`src/rtl/cacc_frame_pkg.sv`:
```
// cacc_frame_pkg -- shared types and helpers for the complex frame accumulator.
//   state_e    : frame FSM states (IDLE, ACC, HOLD)
//   sat_res_t  : result of a saturating add (value plus overflow flag)
//   sat_add    : signed add clamped to a caller-supplied width (w <= 63)
package cacc_frame_pkg;

    typedef enum logic [1:0] {
        IDLE = 2'd0,
        ACC  = 2'd1,
        HOLD = 2'd2
    } state_e;

    localparam int SAT_MAXW = 64;

    typedef struct packed {
        logic                       ovf;
        logic signed [SAT_MAXW-1:0] val;
    } sat_res_t;

    // Operands arrive sign-extended to SAT_MAXW; the sum is formed one bit
    // wider so it can never wrap before being compared against the w-bit range.
    function automatic sat_res_t sat_add(input logic signed [SAT_MAXW-1:0] a,
                                         input logic signed [SAT_MAXW-1:0] b,
                                         input int                         w);
        logic signed [SAT_MAXW:0] s;
        logic signed [SAT_MAXW:0] hi;
        logic signed [SAT_MAXW:0] lo;
        sat_res_t                 r;
        s     = {a[SAT_MAXW-1], a} + {b[SAT_MAXW-1], b};
        hi    = (65'sd1 <<< (w - 1)) - 65'sd1;
        lo    = -hi - 65'sd1;
        r.ovf = 1'b0;
        r.val = s[SAT_MAXW-1:0];
        if (s > hi) begin
            r.val = hi[SAT_MAXW-1:0];
            r.ovf = 1'b1;
        end else if (s < lo) begin
            r.val = lo[SAT_MAXW-1:0];
            r.ovf = 1'b1;
        end
        return r;
    endfunction

endpackage

```
`src/rtl/cacc_lane.sv`:
```
// cacc_lane -- one signed accumulate lane of the frame accumulator.
// Build option: CACC_FRAME_SAT_EN defined -> adds clamp to the ACCW range and
// set a sticky overflow flag; undefined -> adds wrap and the flag stays 0.
// Ports:
//   clk, rst_n, ce  clock, async active-low reset, clock enable
//   load_i          first beat of a frame: acc takes the sign-extended input
//   add_i           later beat: acc accumulates the input
//   clr_i           frame closes on this beat: clear acc and flag afterwards
//   din_i           signed input component
//   sum_o, ovf_o    value/flag the accumulator would hold after this beat
module cacc_lane
    import cacc_frame_pkg::*;
#(
    parameter int SIZEIN = 16,
    parameter int ACCW   = 24
) (
    input  logic                     clk,
    input  logic                     rst_n,
    input  logic                     ce,
    input  logic                     load_i,
    input  logic                     add_i,
    input  logic                     clr_i,
    input  logic signed [SIZEIN-1:0] din_i,
    output logic signed [ACCW-1:0]   sum_o,
    output logic                     ovf_o
);

    logic signed [ACCW-1:0] acc_q, acc_d;
    logic                   ovf_q, ovf_d;
    logic signed [ACCW-1:0] din_ext;
    logic signed [ACCW-1:0] add_sum;
    logic                   add_ovf;

    assign din_ext = ACCW'(din_i);

`ifdef CACC_FRAME_SAT_EN
    sat_res_t add_res;
    logic     unused_hi;
    assign add_res   = sat_add(SAT_MAXW'(acc_q), SAT_MAXW'(din_ext), ACCW);
    assign add_sum   = add_res.val[ACCW-1:0];
    assign add_ovf   = add_res.ovf;
    assign unused_hi = ^add_res.val[SAT_MAXW-1:ACCW];
`else
    assign add_sum = acc_q + din_ext;
    assign add_ovf = 1'b0;
`endif

    // Loading from IDLE cannot overflow because ACCW > SIZEIN.
    assign sum_o = load_i ? din_ext : add_sum;
    assign ovf_o = load_i ? 1'b0 : (ovf_q | add_ovf);

    always_comb begin
        acc_d = acc_q;
        ovf_d = ovf_q;
        if (clr_i) begin
            acc_d = '0;
            ovf_d = 1'b0;
        end else if (load_i || add_i) begin
            acc_d = sum_o;
            ovf_d = ovf_o;
        end
    end

    always_ff @(posedge clk or negedge rst_n) begin
        if (!rst_n) begin
            acc_q <= '0;
            ovf_q <= 1'b0;
        end else if (ce) begin
            acc_q <= acc_d;
            ovf_q <= ovf_d;
        end
    end

endmodule

```
`src/rtl/cacc_frame.sv`:
```
// cacc_frame -- complex (re/im) frame accumulator with valid/ready handshakes.
// Sums every accepted beat of a frame and presents the total, beat count and
// overflow flag once the frame closes (s_last or FRAME_MAX beats).
// Build option: CACC_FRAME_SAT_EN selects saturating adds with overflow
// reporting; without it adds wrap and m_ovf is always 0.
//
// state | meaning
// IDLE  | no beat of the current frame accepted yet
// ACC   | at least one beat accepted, frame still open
// HOLD  | result presented on m_*, waiting for m_ready
//
// Ports:
//   clk, rst_n, ce          clock, async active-low reset, clock enable
//   s_valid/s_ready/s_last  input beat handshake and frame delimiter
//   ar, ai                  signed complex input sample (SIZEIN bits)
//   m_valid/m_ready         result handshake
//   sr, si                  signed complex frame sum (ACCW bits)
//   m_cnt                   beats in the frame, m_ovf saturation seen
module cacc_frame
    import cacc_frame_pkg::*;
#(
    parameter  int SIZEIN    = 16,
    parameter  int ACCW      = 24,
    parameter  int FRAME_MAX = 1024,
    localparam int CW        = $clog2(FRAME_MAX + 1)
) (
    input  logic                     clk,
    input  logic                     rst_n,
    input  logic                     ce,
    input  logic                     s_valid,
    output logic                     s_ready,
    input  logic                     s_last,
    input  logic signed [SIZEIN-1:0] ar,
    input  logic signed [SIZEIN-1:0] ai,
    output logic                     m_valid,
    input  logic                     m_ready,
    output logic signed [ACCW-1:0]   sr,
    output logic signed [ACCW-1:0]   si,
    output logic [CW-1:0]            m_cnt,
    output logic                     m_ovf
);

    state_e                 state_q, state_d;
    logic [CW-1:0]          cnt_q, cnt_d, cnt_inc;
    logic signed [ACCW-1:0] sr_q, si_q;
    logic [CW-1:0]          m_cnt_q;
    logic                   m_ovf_q;
    logic                   accept, consume, close;
    logic                   in_idle, in_acc;
    logic signed [ACCW-1:0] sum_r, sum_i;
    logic                   ovf_r, ovf_i;

    assign in_idle = (state_q == IDLE);
    assign in_acc  = (state_q == ACC);
    assign s_ready = (state_q != HOLD);
    assign m_valid = (state_q == HOLD);

    // s_ready is low in HOLD, so a beat can never share a cycle with consumption.
    assign accept  = s_valid & s_ready & ce;
    assign consume = m_valid & m_ready & ce;
    assign cnt_inc = in_idle ? CW'(1) : cnt_q + CW'(1);
    assign close   = accept & (s_last | (cnt_inc == CW'(FRAME_MAX)));

    cacc_lane #(.SIZEIN(SIZEIN), .ACCW(ACCW)) u_lane_re (
        .clk    (clk),
        .rst_n  (rst_n),
        .ce     (ce),
        .load_i (accept & in_idle),
        .add_i  (accept & in_acc),
        .clr_i  (close),
        .din_i  (ar),
        .sum_o  (sum_r),
        .ovf_o  (ovf_r)
    );

    cacc_lane #(.SIZEIN(SIZEIN), .ACCW(ACCW)) u_lane_im (
        .clk    (clk),
        .rst_n  (rst_n),
        .ce     (ce),
        .load_i (accept & in_idle),
        .add_i  (accept & in_acc),
        .clr_i  (close),
        .din_i  (ai),
        .sum_o  (sum_i),
        .ovf_o  (ovf_i)
    );

    always_comb begin
        state_d = state_q;
        cnt_d   = cnt_q;
        unique case (state_q)
            IDLE: if (accept) state_d = close ? HOLD : ACC;
            ACC:  if (close)  state_d = HOLD;
            HOLD: if (consume) state_d = IDLE;
            default: state_d = IDLE;
        endcase
        if (close) begin
            cnt_d = '0;
        end else if (accept) begin
            cnt_d = cnt_inc;
        end
    end

    always_ff @(posedge clk or negedge rst_n) begin
        if (!rst_n) begin
            state_q <= IDLE;
            cnt_q   <= '0;
        end else if (ce) begin
            state_q <= state_d;
            cnt_q   <= cnt_d;
        end
    end

    // Result registers load only on the closing beat and hold through HOLD.
    always_ff @(posedge clk or negedge rst_n) begin
        if (!rst_n) begin
            sr_q    <= '0;
            si_q    <= '0;
            m_cnt_q <= '0;
            m_ovf_q <= 1'b0;
        end else if (close) begin
            sr_q    <= sum_r;
            si_q    <= sum_i;
            m_cnt_q <= cnt_inc;
            m_ovf_q <= ovf_r | ovf_i;
        end
    end

    assign sr    = sr_q;
    assign si    = si_q;
    assign m_cnt = m_cnt_q;
`ifdef CACC_FRAME_SAT_EN
    assign m_ovf = m_ovf_q;
`else
    logic unused_ovf;
    assign unused_ovf = m_ovf_q;
    assign m_ovf      = 1'b0;
`endif

endmodule

```
`config.mk`:
```
export PLATFORM = sky130hd
export DESIGN_NAME = cacc_frame
export DESIGN_NICKNAME = d
export VERILOG_FILES = /design/src/rtl/cacc_frame_pkg.sv /design/src/rtl/cacc_lane.sv /design/src/rtl/cacc_frame.sv
export SDC_FILE = /design/constraint.sdc
export NUM_CORES = 1
export LEC_CHECK = 0
export CAP_MARGIN = 20
export CORE_ASPECT_RATIO = 1.75
export CORE_MARGIN = 2
export CORE_UTILIZATION = 50
export DETAILED_ROUTE_END_ITERATION = 8
export PLACE_DENSITY = 0.74
export SLEW_MARGIN = 20
export SYNTH_ARGS = -nofsm -noshare
export SYNTH_HDL_FRONTEND = slang
export SYNTH_SLANG_ARGS = --single-unit
```
`constraint.sdc`:
```
create_clock -name clk -period 3.5 [get_ports clk]
set_input_delay 0.525 -clock clk [delete_from_list [all_inputs] [get_ports clk]]
set_output_delay 0.525 -clock clk [all_outputs]
set_load 0.02 [all_outputs]
```
After elaboration in Yosys (flattened, before gate mapping):

Cells that the tools add are included.

* bitwise gates (word level): 8
* reductions and logical operators: 7
* add/sub/neg operators: 3
* equality and inequality tests: 7
* multiplexer cells: 14

Operators by type and width (count)
* two-way mux 24 bit: 6
* adder 24 x 16 -> 24 bit: 2
* two-way mux 11 bit: 3
* adder 11 x 1 -> 11 bit, second input constant: 1
* == test 11 bit, second input constant: 1
* two-way mux 2 bit: 4
* bitwise AND 1 bit: 7
* inequality test 2 bit, second input constant: 3
* case mux 2 bit (3 select lines): 1
* AND reduction 2 bit: 2
* AND reduction 4 bit: 1
* nonzero test 2 bit: 2
* == test 2 x 1 -> 1 bit, second input constant: 1
* == test 2 bit, second input constant: 1
* zero test 2 bit: 1
* inequality test 2 x 1 -> 1 bit, second input constant: 1
* logical OR 1 bit: 1
* bitwise OR 1 bit: 1

* register bits after elaboration: 120
* output and inout bits: 62
* input bits: 38
* logic and storage cells: 46

Longest topological paths before layout:

* word-level depth: 8
* mapped depth: 11
* depth with buffers taken out: 10

Modules after synthesis:

From an unflattened synthesis, not the netlist that was laid out.

* cells, all modules: 785
* area total of the unflattened synthesis: 8104.0 sq um

By module, submodules not included
* cacc_frame: area an instance 3503.4 sq um, cells each 253, times used 1
* cacc_lane (u_lane_re): area an instance 2381.0 sq um, cells each 285, times used 1
* cacc_lane (u_lane_im): area an instance 2219.6 sq um, cells each 247, times used 1

Worst setup path after synthesis:

OpenSTA, ideal clock, no wires.

* kind: input-to-reg
* start point: input port ar[8]
* end point: register u_lane_re.acc_q[23]
* setup time: 0.069 ns
* arrival time: 2.878 ns
* required time: 3.431 ns
* stages: 10
* path buffers: 1
* setup slack: 0.553 ns
* path through: ha_1 -> clkbuf_1 -> nand2_1 -> o21ai_0 -> nor3_1 -> o21a_1 -> or4_1 -> and4_1 -> or4b_2 -> nand3_1

* cells in the longest elaborated chain, start to end: 4

RTL lines
* from (decl): line cacc_frame.sv:33 `input logic signed [SIZEIN-1:0] ar,`
* adder 24 x 16 -> 24 bit: line cacc_lane.sv:44 `assign add_sum = acc_q + din_ext;`
* two-way mux 24 bit: line cacc_lane.sv:49 `assign sum_o = load_i ? din_ext : add_sum;`
* two-way mux 24 bit: line cacc_lane.sv:58 `end else if (load_i || add_i) begin`
* two-way mux 24 bit: line cacc_lane.sv:55 `if (clr_i) begin`
* to (signal assigned): line cacc_lane.sv:66 `acc_q <= '0;`
* to (signal assigned): line cacc_lane.sv:69 `acc_q <= acc_d;`
* to (decl): line cacc_lane.sv:28 `logic signed [ACCW-1:0] acc_q, acc_d;`

Every way passes these cells. The select of a mux whose other input is x is not followed.
A chain may end at the register's enable or synchronous reset.

Final worst setup path:

* start point: register cnt_q[1]
* end point: register sr_q[13], in the netlist sr[13]

* cells in the longest elaborated chain, start to end: 5

RTL lines
* from (decl): line cacc_frame.sv:44 `logic [CW-1:0] cnt_q, cnt_d, cnt_inc;`
* from (signal assigned): line cacc_frame.sv:110 `cnt_q <= cnt_d;`
* adder 11 x 1 -> 11 bit: line cacc_frame.sv:61 `assign cnt_inc = in_idle ? CW'(1) : cnt_q + CW'(1);`
* two-way mux 11 bit: line cacc_frame.sv:61
* == test 11 bit: line cacc_frame.sv:62 `assign close = accept & (s_last | (cnt_inc == CW'(FRAME_MAX)));`
* bitwise OR 1 bit: line cacc_frame.sv:62
* bitwise AND 1 bit: line cacc_frame.sv:62
* to (signal assigned): line cacc_frame.sv:122 `sr_q <= sum_r;`
* to (decl): line cacc_frame.sv:45 `logic signed [ACCW-1:0] sr_q, si_q;`

Every way passes these cells.

==> results summary <==
The count of antenna-violating nets left after detailed routing is 0. The wire length per cell after detailed routing came out at 17.7 µm. The floorplan step defined a core boundary enclosing 14700 µm². The final number of max-transition violations came out at 0. The average via count per standard cell came out at just under 6. The final critical path time including I/O delays and setup came out at between 3000 and 4000 ps. TritonCTS built the clock tree. The die is between 90 and 100 µm wide.

The H-tree was split into 4 levels. The combined global-route utilization of all metal layers is 0.269. Static timing analysis puts the maximum clock frequency at 304 MHz. Max-cap violations in this run came to 0. The number of setup buffers added after CTS came out at 0.

The number of placement rows is 59. The routed layout has around 6800 vias. For this run the aggregate overflow at the end of global routing stands at 0. The initial antenna violation count is 0. The overall routed net length came out at between 20 and 25 mm.

The area of all sequential standard cells is 3000 µm². The post-route clock skew came out at 8.83 ps. In this run the count of I/O pins placed on the die edge is 100. The detailed router's first-iteration violation count came out at roughly 360. For the worst setup path, the data arrival time is 3590 ps. The weighted congestion at the end of routability-driven global placement came out at around 0.95. Buffers inserted to repair hold after CTS numbered 0. The share of the Yosys chip area taken by registers is 0.404. The transition time at the pin with the least slew margin came out at between 800 and 900 ps. The post-synthesis register bit count is 120. The layout has roughly 1200 filler cells. Setup repair after global routing left no endpoint under its margin.

The setup violation total in the final timing report came out at 0. In this run the worst hold path is classified as in -> async. The growth of design area from synthesis to finish is 27.9%. The floorplan step defined a die boundary enclosing 15900 µm². Detailed placement ended at an HPWL of 14.6 mm. The latest clock arrival within the worst-skew pair came out at 420 ps.

After detailed placement, the design holds a cell count of 1108. The maximum fanout along the worst path came out at 33. The fraction of layout cells with a size suffix above 1 is 0.112. In this run the vertical extent of the chip is 165 µm. The area taken by multi-input logic gates came out at around 4300 µm². The worst hold slack across all endpoints came out at 16.5 ps.

The final antenna diode count is 0. The critical setup path kind is reg -> reg. The number of global-route vias before repair came out at 6830. The number of different library cells in the post-synthesis netlist is 63.

Of the available clock period, the critical path in the final layout requires 0.940. The worst pin sits at a relative slew slack of 0.418. The net total in the final layout is ~1000. The detailed-router iteration count before antenna repair came out at 5. The starting density of the core came out at 0.506. For this run, the number of Yosys warnings is 0. The leakage power figure is 4.40 nW. The number of CTS-inserted buffers came out at 17. The startpoint kind of the worst setup timing path is a register. The number of endpoints with negative hold slack in the final report is 0. The power density over the cells came out at 722 nW/µm². Buffers placed on the I/O ports in this run total 98. The CTS clock-pin slew for the worst setup and hold paths came out at approximately 60 ps. The wire length of the first global-routing pass is around 33 mm. The required time at the endpoint of the critical path came out at 3800 ps. The final cell count without fillers came out at 1139. The run finished with clean final reports. Across the VDD grid, the largest voltage drop is ~380 µV. The maximum number of pins on one net before global-route repair is 39.

After synthesis, the mean cell area works out to 9.09 µm². In the synthesized netlist the async set-or-reset flop fraction comes to 1.00. Counting every sink on the clock net gives 120. The most frequently used flop master after synthesis is sky130_fd_sc_hd__dfrtp_1. The synthesized cell area came out at 7440 µm². The post-layout utilization of the core is 0.648. The net count after synthesis came out at 905. The cell count after synthesis came out at between 800 and 900.

The deepest clock path buffer count is 2. For this run, design rule violations remaining after detail routing come to 0. The clock root buffer master is sky130_fd_sc_hd__clkbuf_16. In this run, synthesis inferred 0 flip-flops with an integrated enable. The type of element capturing the critical path is a register.
## area by class of cell
cell class | instances | area share
clock buffers | 23 | 0.0513
flip-flops and latches | 120 | 0.316
clock inverters | 8 | 0.0150
multi-input cells | 650 | 0.448
inverters | 10 | 0.00395
well taps | 183 | 0.0241
repair buffers | 145 | 0.143
## repair_timing
| item | CTS | global route |
|---|---|---|
| endpoints found under the hold margin | 0 | 0 |
| gates resized for setup | 0 | 2 |
| setup endpoints to repair | 0 | 21 |
## cell families after synthesis
logic type | after synthesis | synth area share
flip-flops | 120 | 0.404
buffers and inverters | 48 | 0.0278
adder cells (fa/ha/maj) | 49 | 0.0844
multiplexers | 29 | 0.0420
other | 1 | 0.000504
AND/OR/NAND/NOR | 268 | 0.164
AO/OA/AOI/OAI | 261 | 0.228
XOR/XNOR | 42 | 0.0494
## metal layers
layer,vias up,share of wire,global-route usage
li1,3236,-,-
met1,3292,0.40,0.316
met2,194,0.52,0.463
met3,58,0.039,0.0436
met4,0,0.039,0.142
met5,-,0,0
## through the flow
step / worst slack [ps] / TNS, ps / instance area, µm² / total power [W]
2_1_floorplan: 553 / 0 / 7440 / 0.00384
4_1_cts: 23.4 / 0 / 9510 / 0.00690
5_1_grt: 34.2 / 0 / 9510 / 0.00730
3_3_place_gp: 3.77 / 0 / 8870 / 0.00493
3_5_place_dp: -31.9 / -31.9 / 8870 / 0.00498
6_report: 209 / 0 / 9510 / 0.00687
## registers in the layout, summed over array words and instances (netlist names)
register,cells
cnt_q,11
m_cnt,11
si,24
sr,24
state_q,2
u_lane_im.acc_q,24
u_lane_re.acc_q,24
## worst paths after layout
kind	start	to	slack, ps	cells after the start
worst max-delay path	cnt_q[1]$_DFFE_PN0P_	sr[13]$_DFFE_PN0N_	210	10
worst min-delay path	rst_n	si[0]$_DFFE_PN0N_	20	1
worst max register to register	cnt_q[1]$_DFFE_PN0P_	sr[13]$_DFFE_PN0N_	210	10
worst min register to register	m_cnt[8]$_DFFE_PN0N_	m_cnt[8]$_DFFE_PN0N_	470	2
max in group asynchronous	rst_n	u_lane_re.acc_q[21]$_DFFE_PN0P_	2670	2
min in group clk	m_cnt[8]$_DFFE_PN0N_	m_cnt[8]$_DFFE_PN0N_	470	2
## power by group
part           internal [W]  leakage (nW)  switching [W]
sequential          0.00179          1.55       0.000255
combinational       0.00137          2.53        0.00158
clock               0.00126         0.309       0.000615
## worst max-delay path, cell delays in order, from the launching register on
cell and delay [ps]:
sky130_fd_sc_hd__dfrtp_1 420, sky130_fd_sc_hd__ha_2 270, sky130_fd_sc_hd__nand3_4 120, sky130_fd_sc_hd__or4_1 560, sky130_fd_sc_hd__o41ai_1 90, sky130_fd_sc_hd__a31oi_1 230
sky130_fd_sc_hd__o41ai_4 450, sky130_fd_sc_hd__buf_4 240, sky130_fd_sc_hd__and2_1 180, sky130_fd_sc_hd__buf_12 240, sky130_fd_sc_hd__mux2_2 370
## cell usage after synthesis, types with 4 or more instances
cell                       instances  share of area
sky130_fd_sc_hd__nor2_1           65          0.033
sky130_fd_sc_hd__o21a_1            7         0.0071
sky130_fd_sc_hd__o311ai_0          5         0.0059
sky130_fd_sc_hd__a31oi_1           7         0.0059
sky130_fd_sc_hd__mux2i_1          11          0.015
sky130_fd_sc_hd__xnor2_1          21          0.025
sky130_fd_sc_hd__nand2b_1          4         0.0034
sky130_fd_sc_hd__a21oi_1          54          0.036
sky130_fd_sc_hd__or4_1             7         0.0071
sky130_fd_sc_hd__nor3_1           10         0.0067
sky130_fd_sc_hd__and2_1            8         0.0067
sky130_fd_sc_hd__and3_1           12          0.010
sky130_fd_sc_hd__a21o_1           21          0.021
sky130_fd_sc_hd__mux2_2           18          0.027
sky130_fd_sc_hd__o21ai_0          84          0.057
sky130_fd_sc_hd__nand4_1           5         0.0042
sky130_fd_sc_hd__ha_1             47          0.079
sky130_fd_sc_hd__o31ai_1          13          0.013
sky130_fd_sc_hd__a22o_1           26          0.031
sky130_fd_sc_hd__nand3_1          17          0.011
sky130_fd_sc_hd__nor4_1            4         0.0034
sky130_fd_sc_hd__xor2_1           21          0.025
sky130_fd_sc_hd__nand2_1         118          0.060
sky130_fd_sc_hd__inv_1            10         0.0050
sky130_fd_sc_hd__a211oi_1          8         0.0081
sky130_fd_sc_hd__o21bai_1          5         0.0050
sky130_fd_sc_hd__clkbuf_1         25          0.013
sky130_fd_sc_hd__buf_2             6         0.0040
sky130_fd_sc_hd__nor2b_1           4         0.0034
sky130_fd_sc_hd__dfrtp_1         120           0.40
## cell usage in the layout, fill, tap and decap left out, drive strengths merged, types with 11 or more instances in the layout
cell,n
buf,48
a22o,26
o21ai,85
nand2,119
xor2,21
a21oi,54
nand3,18
mux2i,11
clkbuf,23
nor2,65
xnor2,21
clkdlybuf4s50,97
and3,12
nor3,11
ha,47
mux2,18
a21o,21
o31ai,13
dfrtp,120
Power figures use the tool's default switching activity.
